--- src/rtl/uart_tx_if.sv ---
// Parallel-side handshake and serial-line signals of the UART frame transmitter.
// The master modport drives the byte source side; the slave modport belongs to the transmitter.
interface uart_tx_if #(
    parameter int DATA_WIDTH = 8
) ();
    logic [DATA_WIDTH-1:0] P_DATA;
    logic                  Data_Valid;
    logic                  PAR_EN;
    logic                  PAR_TYP;
    logic [5:0]            Prescale;
    logic                  TX_OUT;
    logic                  Busy;

    modport master (
        output P_DATA, Data_Valid, PAR_EN, PAR_TYP, Prescale,
        input  TX_OUT, Busy
    );

    modport slave (
        input  P_DATA, Data_Valid, PAR_EN, PAR_TYP, Prescale,
        output TX_OUT, Busy
    );
endinterface

--- src/rtl/uart_tx_frame.sv ---
// UART frame transmitter: start, LSB-first data, optional parity, stop; each bit held Prescale clk cycles.
// Back-to-back frames are accepted at the final stop cycle so the line never idles between them.
module uart_tx_frame #(
    parameter int DATA_WIDTH = 8
) (
    input  logic     clk,
    input  logic     rst,
    uart_tx_if.slave bus
);
    localparam int IDX_W = (DATA_WIDTH > 1) ? $clog2(DATA_WIDTH) : 1;
    localparam logic [IDX_W-1:0] LAST_IDX = IDX_W'(DATA_WIDTH - 1);

    typedef enum logic [2:0] {
        IDLE   = 3'd0,
        START  = 3'd1,
        DATA   = 3'd2,
        PARITY = 3'd3,
        STOP   = 3'd4
    } state_t;

    function automatic logic parity_bit(input logic [DATA_WIDTH-1:0] d, input logic odd);
        return (^d) ^ odd;
    endfunction

    state_t                state_r,    state_s;
    logic [5:0]            timer_r,    timer_s;
    logic [IDX_W-1:0]      bit_idx_r,  bit_idx_s;
    logic [DATA_WIDTH-1:0] data_r,     data_s;
    logic                  par_en_r,   par_en_s;
    logic                  par_typ_r,  par_typ_s;
    logic [5:0]            prescale_r, prescale_s;
    logic                  tx_r,       tx_s;
    logic                  busy_r,     busy_s;

    logic legal_s;
    logic accept_s;
    logic wrap_s;

    assign legal_s  = (bus.Prescale == 6'd8) || (bus.Prescale == 6'd16) || (bus.Prescale == 6'd32);
    assign accept_s = bus.Data_Valid & legal_s;
    assign wrap_s   = (timer_r == (prescale_r - 6'd1));

    // State and output registers with synchronous active-low reset.
    always_ff @(posedge clk) begin
        if (!rst) begin
            state_r    <= IDLE;
            timer_r    <= 6'd0;
            bit_idx_r  <= '0;
            data_r     <= '0;
            par_en_r   <= 1'b0;
            par_typ_r  <= 1'b0;
            prescale_r <= 6'd0;
            tx_r       <= 1'b1;
            busy_r     <= 1'b0;
        end else begin
            state_r    <= state_s;
            timer_r    <= timer_s;
            bit_idx_r  <= bit_idx_s;
            data_r     <= data_s;
            par_en_r   <= par_en_s;
            par_typ_r  <= par_typ_s;
            prescale_r <= prescale_s;
            tx_r       <= tx_s;
            busy_r     <= busy_s;
        end
    end

    // Next-state, bit timer, frame latches and next line value.
    always_comb begin
        state_s    = state_r;
        timer_s    = timer_r + 6'd1;
        bit_idx_s  = bit_idx_r;
        data_s     = data_r;
        par_en_s   = par_en_r;
        par_typ_s  = par_typ_r;
        prescale_s = prescale_r;
        tx_s       = 1'b1;
        busy_s     = 1'b0;

        case (state_r)
            IDLE: begin
                timer_s = 6'd0;
                if (accept_s) begin
                    state_s    = START;
                    data_s     = bus.P_DATA;
                    par_en_s   = bus.PAR_EN;
                    par_typ_s  = bus.PAR_TYP;
                    prescale_s = bus.Prescale;
                end else begin
                    state_s = IDLE;
                end
            end
            START: begin
                if (wrap_s) begin
                    state_s   = DATA;
                    timer_s   = 6'd0;
                    bit_idx_s = '0;
                end else begin
                    state_s = START;
                end
            end
            DATA: begin
                if (wrap_s) begin
                    timer_s = 6'd0;
                    if (bit_idx_r == LAST_IDX) begin
                        state_s   = par_en_r ? PARITY : STOP;
                        bit_idx_s = '0;
                    end else begin
                        bit_idx_s = bit_idx_r + 1'b1;
                    end
                end else begin
                    state_s = DATA;
                end
            end
            PARITY: begin
                if (wrap_s) begin
                    state_s = STOP;
                    timer_s = 6'd0;
                end else begin
                    state_s = PARITY;
                end
            end
            STOP: begin
                if (wrap_s) begin
                    timer_s = 6'd0;
                    // A request waiting at the last stop cycle chains straight into the next start bit.
                    if (accept_s) begin
                        state_s    = START;
                        data_s     = bus.P_DATA;
                        par_en_s   = bus.PAR_EN;
                        par_typ_s  = bus.PAR_TYP;
                        prescale_s = bus.Prescale;
                    end else begin
                        state_s = IDLE;
                    end
                end else begin
                    state_s = STOP;
                end
            end
            default: begin
                state_s = IDLE;
                timer_s = 6'd0;
            end
        endcase

        case (state_s)
            IDLE:    begin tx_s = 1'b1;                            busy_s = 1'b0; end
            START:   begin tx_s = 1'b0;                            busy_s = 1'b1; end
            DATA:    begin tx_s = data_s[bit_idx_s];               busy_s = 1'b1; end
            PARITY:  begin tx_s = parity_bit(data_s, par_typ_s);   busy_s = 1'b1; end
            STOP:    begin tx_s = 1'b1;                            busy_s = 1'b1; end
            default: begin tx_s = 1'b1;                            busy_s = 1'b0; end
        endcase
    end

    assign bus.TX_OUT = tx_r;
    assign bus.Busy   = busy_r;
endmodule

--- src/flat_wrapper.sv ---
// flat-port wrapper written by rule: the top's interface ports become plain ports
module uart_tx_frame_flat 
#(
    parameter int DATA_WIDTH = 8
)
  (clk, rst, bus_P_DATA, bus_Data_Valid, bus_PAR_EN, bus_PAR_TYP, bus_Prescale, bus_TX_OUT, bus_Busy);
  uart_tx_if #(.DATA_WIDTH(DATA_WIDTH)) bus_i ();
  input  logic clk;
  input  logic rst;
  input wire logic [$bits(bus_i.P_DATA)-1:0] bus_P_DATA;
  input wire logic [$bits(bus_i.Data_Valid)-1:0] bus_Data_Valid;
  input wire logic [$bits(bus_i.PAR_EN)-1:0] bus_PAR_EN;
  input wire logic [$bits(bus_i.PAR_TYP)-1:0] bus_PAR_TYP;
  input wire logic [$bits(bus_i.Prescale)-1:0] bus_Prescale;
  output wire logic [$bits(bus_i.TX_OUT)-1:0] bus_TX_OUT;
  output wire logic [$bits(bus_i.Busy)-1:0] bus_Busy;
  assign bus_i.P_DATA = bus_P_DATA;
  assign bus_i.Data_Valid = bus_Data_Valid;
  assign bus_i.PAR_EN = bus_PAR_EN;
  assign bus_i.PAR_TYP = bus_PAR_TYP;
  assign bus_i.Prescale = bus_Prescale;
  assign bus_TX_OUT = bus_i.TX_OUT;
  assign bus_Busy = bus_i.Busy;
  uart_tx_frame #(.DATA_WIDTH(DATA_WIDTH)) u_core (.clk(clk), .rst(rst), .bus(bus_i));
endmodule
--- config.mk ---
export PLATFORM = sky130hd
export DESIGN_NAME = uart_tx_frame_flat
export DESIGN_NICKNAME = d
export VERILOG_FILES = /design/src/rtl/uart_tx_if.sv /design/src/rtl/uart_tx_frame.sv /design/src/flat_wrapper.sv
export SDC_FILE = /design/constraint.sdc
export NUM_CORES = 1
export LEC_CHECK = 0
export CORE_MARGIN = 5
export CORE_UTILIZATION = 58
export CTS_CLUSTER_SIZE = 8
export DETAILED_ROUTE_END_ITERATION = 10
export GPL_ROUTABILITY_DRIVEN = 0
export PLACE_DENSITY = 0.81
export SYNTH_ARGS = -nofsm -noshare
export SYNTH_HDL_FRONTEND = slang
export SYNTH_SLANG_ARGS = --single-unit
--- constraint.sdc ---
create_clock -name clk -period 7.2 [get_ports clk]
set_input_delay 0.72 -clock clk [delete_from_list [all_inputs] [get_ports clk]]
set_output_delay 0.72 -clock clk [all_outputs]
set_load 0.05 [all_outputs]
======== Word level (Yosys, flattened, before mapping) ========
Cells that the tools add are included.
storage, ports and cells
  register bits after elaboration ......... 30
  bits of input ports ..................... 19
  output and inout port bits .............. 2
  logic and storage cells ................. 68
cells by class
  add/sub/neg operators ................... 3
  $lt $le $gt $ge ......................... 1
  equality and inequality tests ........... 14
  multiplexer cells ....................... 28
  bitwise operators ....................... 4
  reduce and logical (&&, ||, !) cells .... 9
operator list
  kind                 count
  $mux 3               8
  $mux 8               2
  $pmux 8 s2           1
  $pmux 3 s5           1
  $eq 3x2->1 const B   4
  $mux 6               2
  $pmux 6 s2           1
  $eq 3x3->1 const B   3
  $reduce_or 4->1      2
  $reduce_xor 8->1     1
  $mux 1               7
  $add 6x1->6 const B  1
  $eq 3x1->1 const B   2
  $eq 6x4->1 const B   1
  $eq 6x5->1 const B   1
  $eq 6x6->1           1
  $eq 6x6->1 const B   1
  $pmux 3 s2           1
  $sub 6x1->6 const B  1
  $lt 3x4->1 const B   1
  $pmux 1 s2           2
  $add 3x1->3 const B  1
  $bmux 1 s3           1
  $logic_not 3->1      1
  10 further kinds     12

======== Longest topological paths before layout ========
Gate-level depths: netlist of the first run.
  depth after elaboration ................. 10
  mapped depth ............................ 13
  depth with buffers taken out ............ 11

======== Least setup slack after synthesis of the first run ========
Ideal clock, no wire load.
  path kind ............................... reg2reg
  start point ............................. register u_core.prescale_r[0]
  end point ............................... register u_core.tx_r, in the netlist u_core.bus.TX_OUT
  library setup time ...................... 0.079 ns
  data arrival time ....................... 2.996 ns
  data required time ...................... 7.121 ns
  path slack .............................. 4.125 ns
  cell stages (with the launch flop) ...... 14
  buffers on the path ..................... 3
  period minus slack after synthesis ...... 3.075 ns
  cells stage by stage .................... dfxtp_1 -> inv_1 -> ha_1 -> and2_4 -> o21a_1 -> o31a_1 -> or4_4 -> buf_6 -> a211o_1 -> clkbuf_1 -> buf_2 -> o2111ai_1 -> and3b_1 -> a211oi_2
on the way
  longest elaborated chain between the ends .. 7
  elaborated cells between the ends (all ways) .. 22
  classes of those cells .................. 1 x add/sub; 4 x eq/ne; 15 x mux; 1 x bitwise; 1 x reduce/logical
RTL lines
  element                                                             line                                       RTL
  start, declared                                                     uart_tx_frame.sv:31                        logic [5:0] prescale_r, prescale_s;
  start signal, assigned                                              uart_tx_frame.sv:62                        prescale_r <= prescale_s;
  $sub 6x1->6 (*)                                                     uart_tx_frame.sv:41                        assign wrap_s = (timer_r == (prescale_r - 6'd1));
  $eq 6x6->1 (*)                                                      uart_tx_frame.sv:41
  $mux 8, or another cell as far along                                uart_tx_frame.sv:124                       if (wrap_s) begin
  $pmux 8 s2 / $pmux 3 s2 (equally long branches)                     uart_tx_frame.sv:80                        case (state_r)
  $bmux 1 s3 / $reduce_xor 8->1 (equally long branches)               uart_tx_frame.sv:149, uart_tx_frame.sv:22
  $mux 1 (not written as such) / $xor 1x1->1 (equally long branches)  uart_tx_frame.sv:149, uart_tx_frame.sv:22
  $pmux 1 s3 (*)                                                      uart_tx_frame.sv:146                       case (state_s)
  end signal, assigned                                                uart_tx_frame.sv:63                        tx_r <= tx_s;
  end, declared                                                       uart_tx_frame.sv:32                        logic tx_r, tx_s;
Every way passes the cells marked *; elsewhere a longest branch is shown, timed or not. The select of a mux whose other input is x is not followed.
A chain may end at the register's enable or synchronous reset.

======== Worst setup path after layout of the first run ========
Ends and elaborated chain as after synthesis.

==> run metrics, run 1 <==
outcome completed; post-synthesis cell count 189; fmax 283 MHz; first-pass GRT wire length around 6.1 mm; r2r setup slk 3.67 ns; CTS Buffer Depth 2; Seq/Total Area, Yosys 33.3%; Hold Buf Count CTS 0; Synth Area per Inst 9.53 sq um; unrepaired setup endpoints after global routing false; CTS buffer count 5; CTS tree built; post-CTS sizing 0; antenna violations before repair 0; commonest non-fill, non-tap cell in the layout dfxtp_1; worst-path fanout max 23; CP endpoint kind register; critical path startpoint category register; synthesized cell area between 1500 and 2000 sq um; postcts setup bufs 0; Critical R2R Capture u_core.bus.TX_OUT$_SDFF_PN1_; Worst-path clk slew 0.09 ns; Final TNS setup 0 ns; YS warnings 0; final total power 306 uW; DR pass1 iterations 4; Async SR Flop Fraction 0%; final wirelength 3.50 mm; Syn-to-layout area delta 15.1%; Post-Layout Cell Count 252; Final Skew 0.00540 ns; Final min period 3.53 ns; hold path startpoint u_core.timer_r[0]$_SDFF_PP0_; DIE AREA 4320 sq um; num rows 20; Worst Reg2Reg Path Length in Cells 10; Crit Reg-Reg Startpoint u_core.prescale_r[0]$_SDFFE_PN0P_; Hold Path Class register to register; vias per inst 5.45; port bufs 20; Starting Density 59.5%; part of the cycle the worst path needs 49.1%; leak pwr 0.899 nW; EDFF count, synth 0; synth unique cells 43; die width between 60 and 70 microns; Setup Viol. Count Final 0; Max VDD drop roughly 0.11 mV; Primary FF master, synth dfxtp_1; via count 1374; Slew HR 30.9%; Cell Pwr Density around 150 nW/um^2; I/O pins 21; final core occ 68.5%; initial drt markers 42; vias in the first global route 1363; core area 3030 sq um; Final Hold Vio Count 0; clk sink count 30; die height 65.7 microns; crit path kind register to register; post-synth net total 212; DP Cell Count 244; worst path required time between 7 and 8 ns; Final ANT Viol Nets 0; commonest cells after routing, fill and taps aside dfxtp_1 (30), mux2i_1 (27), xnor2_1 (21); gr ovfl total 0; nets between 200 and 250; wire per inst 13.9 microns; H-Tree Depth 2; Seq cells post-synth 30; share of cells above drive strength 1 7.21%; Root Driver clkbuf_4; DRC viols 0; maxcap violations 0; Hold Path Depth 1; largest net degree at the start of global routing 26; measured slew at the worst slew-check pin about 1.0 ns; total track usage a little under a fifth; Antenna diodes 0; Skew-Pair Late Insertion Delay ~0.33 ns; max-slew violation count 0; hold worst-path end u_core.timer_r[0]$_SDFF_PP0_; dpl hpwl 2.68 mm; crit path DAT 3.79 ns
[cell usage after synthesis, types with 4 or more instances]
cell type	count	share of area (%)
and3_1	6	2.1
clkbuf_1	6	1.2
mux2i_1	27	15
inv_1	6	1.2
ha_1	4	2.8
nand3_1	6	1.7
nor4b_1	4	1.9
xor2_1	6	2.9
nor2_1	12	2.5
dfxtp_1	30	33
nor2b_1	17	5.9
xnor2_1	21	10
nand2_1	4	0.83
[sequential cells by signal (all words and copies together), names as in the netlist]
| signal | flops |
|---|---|
| u_core.data_r | 8 |
| u_core.prescale_r | 6 |
| u_core.timer_r | 6 |
| u_core.bit_idx_r | 3 |
| u_core.state_r | 3 |
| u_core.bus.Busy | 1 |
| u_core.bus.TX_OUT | 1 |
| u_core.par_en_r | 1 |
| u_core.par_typ_r | 1 |
[worst max-delay path: stages (launching register included)]
cell	delay, ns
dfxtp_1	0.42
inv_1	0.07
ha_1	0.21
and2_4	0.17
o21a_1	0.17
o31a_1	0.28
or4_4	0.62
a211o_1	0.72
mux4_2	0.42
and3b_1	0.19
a211oi_2	0.17
[cells by family after synthesis]
group           share of synthesized area (%)
buf+inv                                  4.10
mux                                      16.2
flops                                    33.3
xor+xnor                                 13.1
fa+ha+maj                                2.78
simple gates                             20.9
compound gates                           9.51
[final cells by class]
cell class                 instances  area (sq um)
multi-input combinational        143          1130
fill                             253           955
sequential                        30           601
timing repair buffer              21           208
clock buffer                       7          55.1
tap                               44          55.1
inverter                           6          22.5
clock inverter                     1          5.00
[stage by stage]
stage                     hold WS, ns  setup WS, ns  cell area, sq um
final                           0.488          3.67              2070
after detailed placement        0.473          3.69              2010
after global routing            0.503          3.46              2070
after floorplan                 0.436          4.12              1800
after global placement          0.457          3.78              2010
after CTS                       0.490          3.68              2070
[report_power, final]
group / internal, mW / total, mW / switching [mW]
registers: 0.167 / 0.169 / 0.00155
clock network: 0.0473 / 0.104 / 0.0565
logic: 0.0201 / 0.0336 / 0.0135
[worst max-delay path by stage]
stage / startpoint / to / slack, ns / depth (start not counted)
after CTS: u_core.prescale_r[0]$_SDFFE_PN0P_ / u_core.bus.TX_OUT$_SDFF_PN1_ / 3.68 / 10
final: u_core.prescale_r[0]$_SDFFE_PN0P_ / u_core.bus.TX_OUT$_SDFF_PN1_ / 3.67 / 10
after detailed placement: u_core.prescale_r[0]$_SDFFE_PN0P_ / u_core.bus.TX_OUT$_SDFF_PN1_ / 3.69 / 10
after global placement: u_core.prescale_r[0]$_SDFFE_PN0P_ / u_core.bus.TX_OUT$_SDFF_PN1_ / 3.78 / 10
after global routing: u_core.prescale_r[0]$_SDFFE_PN0P_ / u_core.bus.TX_OUT$_SDFF_PN1_ / 3.46 / 11
after floorplan: u_core.prescale_r[0]$_SDFFE_PN0P_ / u_core.bus.TX_OUT$_SDFF_PN1_ / 4.12 / 13
[per-layer routing]
layer	wire (microns)	global-route usage, %	vias to the layer above
li1	-	-	694
met1	1590	22.5	651
met2	1760	30.5	22
met3	108	3.93	7
met4	46	8.29	0
met5	0	0	-
Note: power is estimated with default switching activity, not from simulation.
==> run 2, diff against run 1 <==
--- a/config.mk
+++ b/config.mk
@@ -6,11 +6,11 @@
 export NUM_CORES = 1
 export LEC_CHECK = 0
 export CORE_MARGIN = 5
-export CORE_UTILIZATION = 58
+export CORE_UTILIZATION = 50
 export CTS_CLUSTER_SIZE = 8
 export DETAILED_ROUTE_END_ITERATION = 10
 export GPL_ROUTABILITY_DRIVEN = 0
-export PLACE_DENSITY = 0.81
+export PLACE_DENSITY = 0.74
 export SYNTH_ARGS = -nofsm -noshare
 export SYNTH_HDL_FRONTEND = slang
 export SYNTH_SLANG_ARGS = --single-unit
==> constraint.sdc (replaced) <==
create_clock -name clk -period 2.8 [get_ports clk]
set_input_delay 0.28 -clock clk [delete_from_list [all_inputs] [get_ports clk]]
set_output_delay 0.28 -clock clk [all_outputs]
set_load 0.05 [all_outputs]
==> run 2 against run 1 <==
The flow now finishes with violations (setup timing). Worst hold slack better by 0.026 ns. Non-clock buffer count grew 29. Power increased to 2.6 times the previous value. Maximum frequency rose by 20%. Flip-flop and latch count unchanged. Clock power rose to 2.6 times the previous value. Global-route usage is 1.5 points lower. First-iteration DRC count is 40% higher. Largest power group unchanged. Highest routed layer unchanged.
==> run metrics, run 2 (synthesis results as in run 1) <==
Max VDD drop 0.399 mV (was 0.114 mV); final core occ 70.2% (was 68.5%); fin area 2400 sq um (was 2070 sq um); initial drt markers 59 (was 42); crit path DAT 3.21 ns (was 3.79 ns); DIE AREA 4900 sq um (was 4320 sq um); unrepaired setup endpoints after global routing true (was false); Combinational Power Share 11.9% (was 11.0%); leak pwr 1.06 nW (was 0.899 nW); CP endpoint kind register (unchanged); sequential share of power 53.9% (was 55.1%); final worst slack -0.149 ns (was 3.67 ns); part of the cycle the worst path needs 105% (was 49.1%); Worst-path clk slew 0.09 ns (about the same); CTS tree built (unchanged); hold worst-path end u_core.timer_r[0]$_SDFF_PP0_ (unchanged); H-Tree Depth 2 (unchanged); num rows 21 (was 20); Hold Path Class register to register (unchanged); maxcap violations 0 (unchanged); CTS Buffer Depth 2 (unchanged); wire per inst 14.4 microns (was 13.9 microns); largest registers u_core.data_r x8, u_core.prescale_r x6, u_core.timer_r x6 (unchanged); antenna violations before repair 0 (unchanged); Worst Reg2Reg Path Length in Cells 12 (was 10); internal power 608 uW (was 235 uW); Syn-to-layout area delta 33.1% (was 15.1%); Final Skew 0.00691 ns (was 0.00540 ns); fmax 339 MHz (was 283 MHz); Critical R2R Capture u_core.bus.TX_OUT$_SDFF_PN1_ (unchanged); port bufs 20 (unchanged); CP cell instances inv_2 -> ha_4 -> xor2_2 -> nand2_1 -> or4_4 -> o31a_1 -> nor3_2 -> buf_4 -> mux2i_1 -> mux4_2 -> and3b_1 -> a211oi_2 (was inv_1 -> ha_1 -> and2_4 -> o21a_1 -> o31a_1 -> or4_4 -> a211o_1 -> mux4_2 -> and3b_1 -> a211oi_2); Cell Pwr Density 335 nW/um^2 (was 148 nW/um^2); first-pass GRT wire length 6.72 mm (was 6.11 mm); Skew-Pair Late Insertion Delay 0.34 ns (was 0.33 ns); Final Hold Vio Count 0 (unchanged); Setup Viol. Count Final 1 (was 0); I/O pins 21 (unchanged); Crit Reg-Reg Startpoint u_core.prescale_r[0]$_SDFFE_PN0P_ (unchanged); DR pass1 iterations 4 (unchanged); crit path kind register to register (unchanged); clock share of power 34.2% (was 33.9%); Slew HR 62.4% (was 30.9%); slowest cell delay on critical path 0.46 ns (was 0.72 ns); max reg flops 8 (unchanged); Root Driver clkbuf_4 (unchanged); DRC viols 0 (unchanged); CP delay by family, top simple AND/OR/NAND/NOR gates (was compound AO/OA/AOI/OAI gates); measured slew at the worst slew-check pin 0.562 ns (was 1.04 ns); Psw 195 uW (was 71.6 uW); gr ovfl total 0 (unchanged); CP max stage cell mux4_2 (was a211o_1); die width 70.0 microns (was 65.7 microns); Antenna diodes 0 (unchanged); via count 1514 (was 1374); largest net degree at the start of global routing 20 (was 26); Hold Path Depth 1 (unchanged); max-slew violation count 0 (unchanged); die height 70.0 microns (was 65.7 microns); Starting Density 52.7% (was 59.5%); nets 259 (was 230); Final ANT Viol Nets 0 (unchanged); Top reg by flops u_core.data_r (unchanged); failing checks setup timing; Final min period 2.95 ns (was 3.53 ns); Hold Slack 0.514 ns (was 0.488 ns); clk sink count 30 (unchanged); core area 3420 sq um (was 3030 sq um); share of cells above drive strength 1 25.7% (was 7.21%); placed instance area 2200 sq um (was 2010 sq um); vias per inst 5.35 (was 5.45); critical path startpoint category register (unchanged); outcome finished with violations (was completed); CTS buffer count 5 (unchanged); worst path required time 3.06 ns (was 7.45 ns); CP bufs+invs 2 (was 1); r2r setup slk -0.15 ns (was 3.67 ns); total track usage 16.9% (was 18.4%); final wirelength 4.07 mm (was 3.50 mm); commonest cells after routing, fill and taps aside buf_4 (30), dfxtp_1 (28), mux2i_1 (26) (was dfxtp_1 (30), mux2i_1 (27), xnor2_1 (21)); dpl hpwl 2.98 mm (was 2.68 mm); Switching Share 24.3% (was 23.4%); commonest non-fill, non-tap cell in the layout buf_4 (was dfxtp_1); hold path startpoint u_core.timer_r[0]$_SDFF_PP0_ (unchanged); DP Worst Slack -0.214 ns (was 3.69 ns); vias in the first global route 1522 (was 1363); worst-path fanout max 5 (was 23)
-- run 2: repair_timing --
action	4_1_cts	5_1_grt
endpoints found under the setup margin	1	3
gates resized for setup	15	4
hold buffers	0	0
pin swaps	10	3
setup buffers	4	1
-- run 2: how the worst max path moves through the flow --
stage                                                  from                           end  depth (start not counted)  slack, ns
after floorplan           u_core.prescale_r[0]$_SDFFE_PN0P_  u_core.bus.TX_OUT$_SDFF_PN1_                         12      -0.15
after global placement    u_core.prescale_r[1]$_SDFFE_PN0P_  u_core.bus.TX_OUT$_SDFF_PN1_                         12      -0.18
after detailed placement  u_core.prescale_r[1]$_SDFFE_PN0P_  u_core.bus.TX_OUT$_SDFF_PN1_                         12      -0.21
after CTS                 u_core.prescale_r[1]$_SDFFE_PN0P_  u_core.bus.TX_OUT$_SDFF_PN1_                         11      -0.12
after global routing      u_core.prescale_r[0]$_SDFFE_PN0P_  u_core.bus.TX_OUT$_SDFF_PN1_                         15      -0.31
final                     u_core.prescale_r[0]$_SDFFE_PN0P_  u_core.bus.TX_OUT$_SDFF_PN1_                         12      -0.15
-- run 2: layout make-up --
cell class / count / area [sq um]
fillers: 261 / 1020
clock buffers: 7 / 55.1
flip-flops and latches: 30 / 603
multi-input cells: 143 / 1230
repair buffers: 50 / 425
inverters: 6 / 22.5
well taps: 46 / 57.6
clock inverters: 1 / 5.00
-- run 2: power by group through the flow --
stage	registers, mW	clock network, mW	logic [mW]
after global placement	0.443	0	0.0900
after global routing	0.434	0.300	0.103
after detailed placement	0.443	0	0.0929
after CTS	0.433	0.280	0.0947
after floorplan	0.445	0	0.0476
final	0.433	0.275	0.0955
-- run 2: metal layers --
| metal | GRT usage, % | vias up | part of all wire, % |
|---|---|---|---|
| met5 | 0 | - | 0 |
| li1 | - | 754 | - |
| met4 | 6.81 | 0 | 3.1 |
| met1 | 19.7 | 713 | 42 |
| met2 | 29.6 | 33 | 51 |
| met3 | 4.02 | 14 | 3.5 |
-- run 2: metrics by stage --
step / power, mW / setup TNS [ns] / cells
after floorplan: 0.492 / -0.146 / 189
after global placement: 0.533 / -0.177 / 270
after detailed placement: 0.536 / -0.214 / 270
after CTS: 0.808 / -0.124 / 282
after global routing: 0.836 / -0.306 / 283
final: 0.804 / -0.149 / 283
==> run 3, diff against run 2 <==
--- a/config.mk
+++ b/config.mk
@@ -5,9 +5,9 @@
 export SDC_FILE = /design/constraint.sdc
 export NUM_CORES = 1
 export LEC_CHECK = 0
-export CORE_MARGIN = 5
+export CORE_MARGIN = 2
 export CORE_UTILIZATION = 50
-export CTS_CLUSTER_SIZE = 8
+export CTS_CLUSTER_SIZE = 14
 export DETAILED_ROUTE_END_ITERATION = 10
 export GPL_ROUTABILITY_DRIVEN = 0
 export PLACE_DENSITY = 0.74
==> run 3 against run 2 <==
Wire length is 1.4% lower. Cell count down 0.35%. Die area is 16% lower. Critical path type unchanged. Global-route usage increased by 4.1 points. The run still ends with setup timing left.
==> run metrics, run 3 (synthesis results as in run 1) <==
outcome finished with violations (unchanged); failing checks setup timing (unchanged); maxcap violations 0 (unchanged); Psw 187 uW (was 195 uW); Critical R2R Capture u_core.bus.TX_OUT$_SDFF_PN1_ (unchanged); fmax 333 MHz (was 339 MHz); Antenna diodes 0 (unchanged); critical path startpoint category register (unchanged); max-slew violation count 0 (unchanged); vias in the first global route 1519 (was 1522); num rows 21 (unchanged); Hold Path Class register to register (unchanged); CTS buffer count 5 (unchanged); CTS tree built (unchanged); crit path capture u_core.bus.TX_OUT$_SDFF_PN1_ (unchanged); first-pass GRT wire length 6.67 mm (was 6.72 mm); initial drt markers 48 (was 59); gr ovfl total 0 (unchanged); fin area 2350 sq um (was 2400 sq um); DRC viols 0 (unchanged); internal power 607 uW (was 608 uW); Hold Buf Count CTS 0 (unchanged); fill count 248 (was 261); die width 64.0 microns (was 70.0 microns); via count 1503 (was 1514); die height 64.0 microns (was 70.0 microns); measured slew at the worst slew-check pin 0.715 ns (was 0.562 ns); clk sink count 30 (unchanged); share of cells above drive strength 1 23.3% (was 25.7%); Final ANT Viol Nets 0 (unchanged); final core occ 69.4% (was 70.2%); Skew-Pair Late Insertion Delay 0.34 ns (about the same); wire per inst 14.2 microns (was 14.4 microns); Cell Pwr Density 337 nW/um^2 (was 335 nW/um^2); Final Skew 0.00320 ns (was 0.00691 ns); vias per inst 5.33 (was 5.35); Syn-to-layout area delta 30.6% (was 33.1%); Max VDD drop 0.284 mV (was 0.399 mV); antenna violations before repair 0 (unchanged); Worst setup startpoint u_core.prescale_r[1]$_SDFFE_PN0P_ (was u_core.prescale_r[0]$_SDFFE_PN0P_); final wirelength 4.01 mm (was 4.07 mm); crit path kind register to register (unchanged); Setup Viol. Count Final 1 (unchanged); Hold Slack 0.551 ns (was 0.514 ns); Final Hold Vio Count 0 (unchanged); final worst slack -0.205 ns (was -0.149 ns); worst path required time 3.03 ns (was 3.06 ns); max reg flops 8 (unchanged); Top reg by flops u_core.data_r (unchanged); Combinational Power Share 11.8% (was 11.9%); DP Cell Count 271 (was 270); final total power 794 uW (was 804 uW); commonest non-fill, non-tap cell in the layout buf_4 (unchanged); core area 3390 sq um (was 3420 sq um); r2r setup slk -0.21 ns (was -0.15 ns); placed instance area 2200 sq um (about the same); Final min period 3.01 ns (was 2.95 ns); CTS Buffer Depth 2 (unchanged); leak pwr 1.04 nW (was 1.06 nW); commonest cells after routing, fill and taps aside buf_4 (29), dfxtp_1 (28), mux2i_1 (27) (was buf_4 (30), dfxtp_1 (28), mux2i_1 (26)); H-Tree Depth 2 (unchanged); total track usage 21.0% (was 16.9%); part of the cycle the worst path needs 107% (was 105%); Root Driver clkbuf_4 (unchanged); Post-Layout Cell Count 282 (was 283); port bufs 20 (unchanged); Starting Density 53.2% (was 52.7%); DR pass1 iterations 4 (unchanged); sequential share of power 54.5% (was 53.9%); largest net degree at the start of global routing 26 (was 20); Worst-path clk slew 0.09 ns (about the same); crit path DAT 3.23 ns (was 3.21 ns); nets 258 (was 259); largest registers u_core.data_r x8, u_core.prescale_r x6, u_core.timer_r x6 (unchanged); dpl hpwl 2.96 mm (was 2.98 mm); DIE AREA 4100 sq um (was 4900 sq um); clock share of power 33.7% (was 34.2%); unrepaired setup endpoints after global routing true (unchanged); worst-path fanout max 5 (unchanged); Slew HR 52.2% (was 62.4%); CP endpoint kind register (unchanged); Worst Reg2Reg Path Length in Cells 11 (was 12); Crit Reg-Reg Startpoint u_core.prescale_r[1]$_SDFFE_PN0P_ (was u_core.prescale_r[0]$_SDFFE_PN0P_); I/O pins 21 (unchanged); Switching Share 23.5% (was 24.3%)
## run 3: changes by cell type in the layout (fill, tap and decap cells not counted), sizes merged
cell  previous run  this run
buf             30        29
## run 3: routing by layer
metal / global-route usage, % / up-vias / share of wire (%)
met3: 5.46 / 6 / 2.8
met4: 9.24 / 0 / 1.6
met1: 23.0 / 728 / 41
li1: - / 749 / -
met5: 0 / - / 0
met2: 37.8 / 20 / 54
## run 3: cell type report
| class | instances | area (sq um) | share of cell area [%] |
|---|---|---|---|
| clock buffer | 7 | 55.1 | 2.34 |
| clock inverter | 1 | 5.00 | 0.213 |
| inverter | 6 | 22.5 | 0.957 |
| multi-input combinational | 143 | 1190 | 50.7 |
| sequential | 30 | 603 | 25.6 |
| tap | 46 | 57.6 | 2.45 |
| timing repair buffer | 49 | 418 | 17.8 |
## run 3: how the worst min path moves through the flow
| stage | start | to | slack [ns] | cells after the start |
|---|---|---|---|---|
| finish | u_core.par_typ_r$_SDFF_PN0_ | u_core.par_typ_r$_SDFF_PN0_ | 0.55 | 2 |
| global route | u_core.prescale_r[5]$_SDFFE_PN0P_ | u_core.prescale_r[5]$_SDFFE_PN0P_ | 0.59 | 2 |
| CTS | u_core.prescale_r[5]$_SDFFE_PN0P_ | u_core.prescale_r[5]$_SDFFE_PN0P_ | 0.55 | 2 |
| detailed placement | u_core.prescale_r[5]$_SDFFE_PN0P_ | u_core.prescale_r[5]$_SDFFE_PN0P_ | 0.54 | 2 |
| global placement | u_core.par_typ_r$_SDFF_PN0_ | u_core.par_typ_r$_SDFF_PN0_ | 0.52 | 2 |
| floorplan | rst | u_core.prescale_r[0]$_SDFFE_PN0P_ | 0.43 | 1 |
## run 3: worst max-delay path: stages, from the launching register on
cell       delay, ns
dfxtp_2         0.35
inv_2           0.05
ha_4            0.15
and2_4          0.15
o21a_1          0.17
o31a_1          0.36
or4_4           0.50
or3b_1          0.39
a21oi_1         0.23
o2111ai_1       0.20
and3b_1         0.29
a211oi_2        0.05
## run 3: timing repair
action | in CTS | in global routing
buffers inserted | 2 | 1
setup endpoints to repair | 2 | 2
gates resized for setup | 10 | 3
## run 3: metrics by stage
step | setup WS, ns | TNS [ns]
2_1_floorplan | -0.146 | -0.146
6_report | -0.205 | -0.205
3_5_place_dp | -0.229 | -0.246
5_1_grt | -0.296 | -0.308
4_1_cts | -0.156 | -0.156
3_3_place_gp | -0.136 | -0.136
## run 3: power groups by stage
stage                     logic, mW  registers [mW]  clock network [mW]
after floorplan              0.0476           0.445                   0
after global placement       0.0905           0.443                   0
after detailed placement     0.0925           0.443                   0
after CTS                    0.0932           0.433               0.274
after global routing          0.101           0.434               0.301
final                        0.0936           0.433               0.268
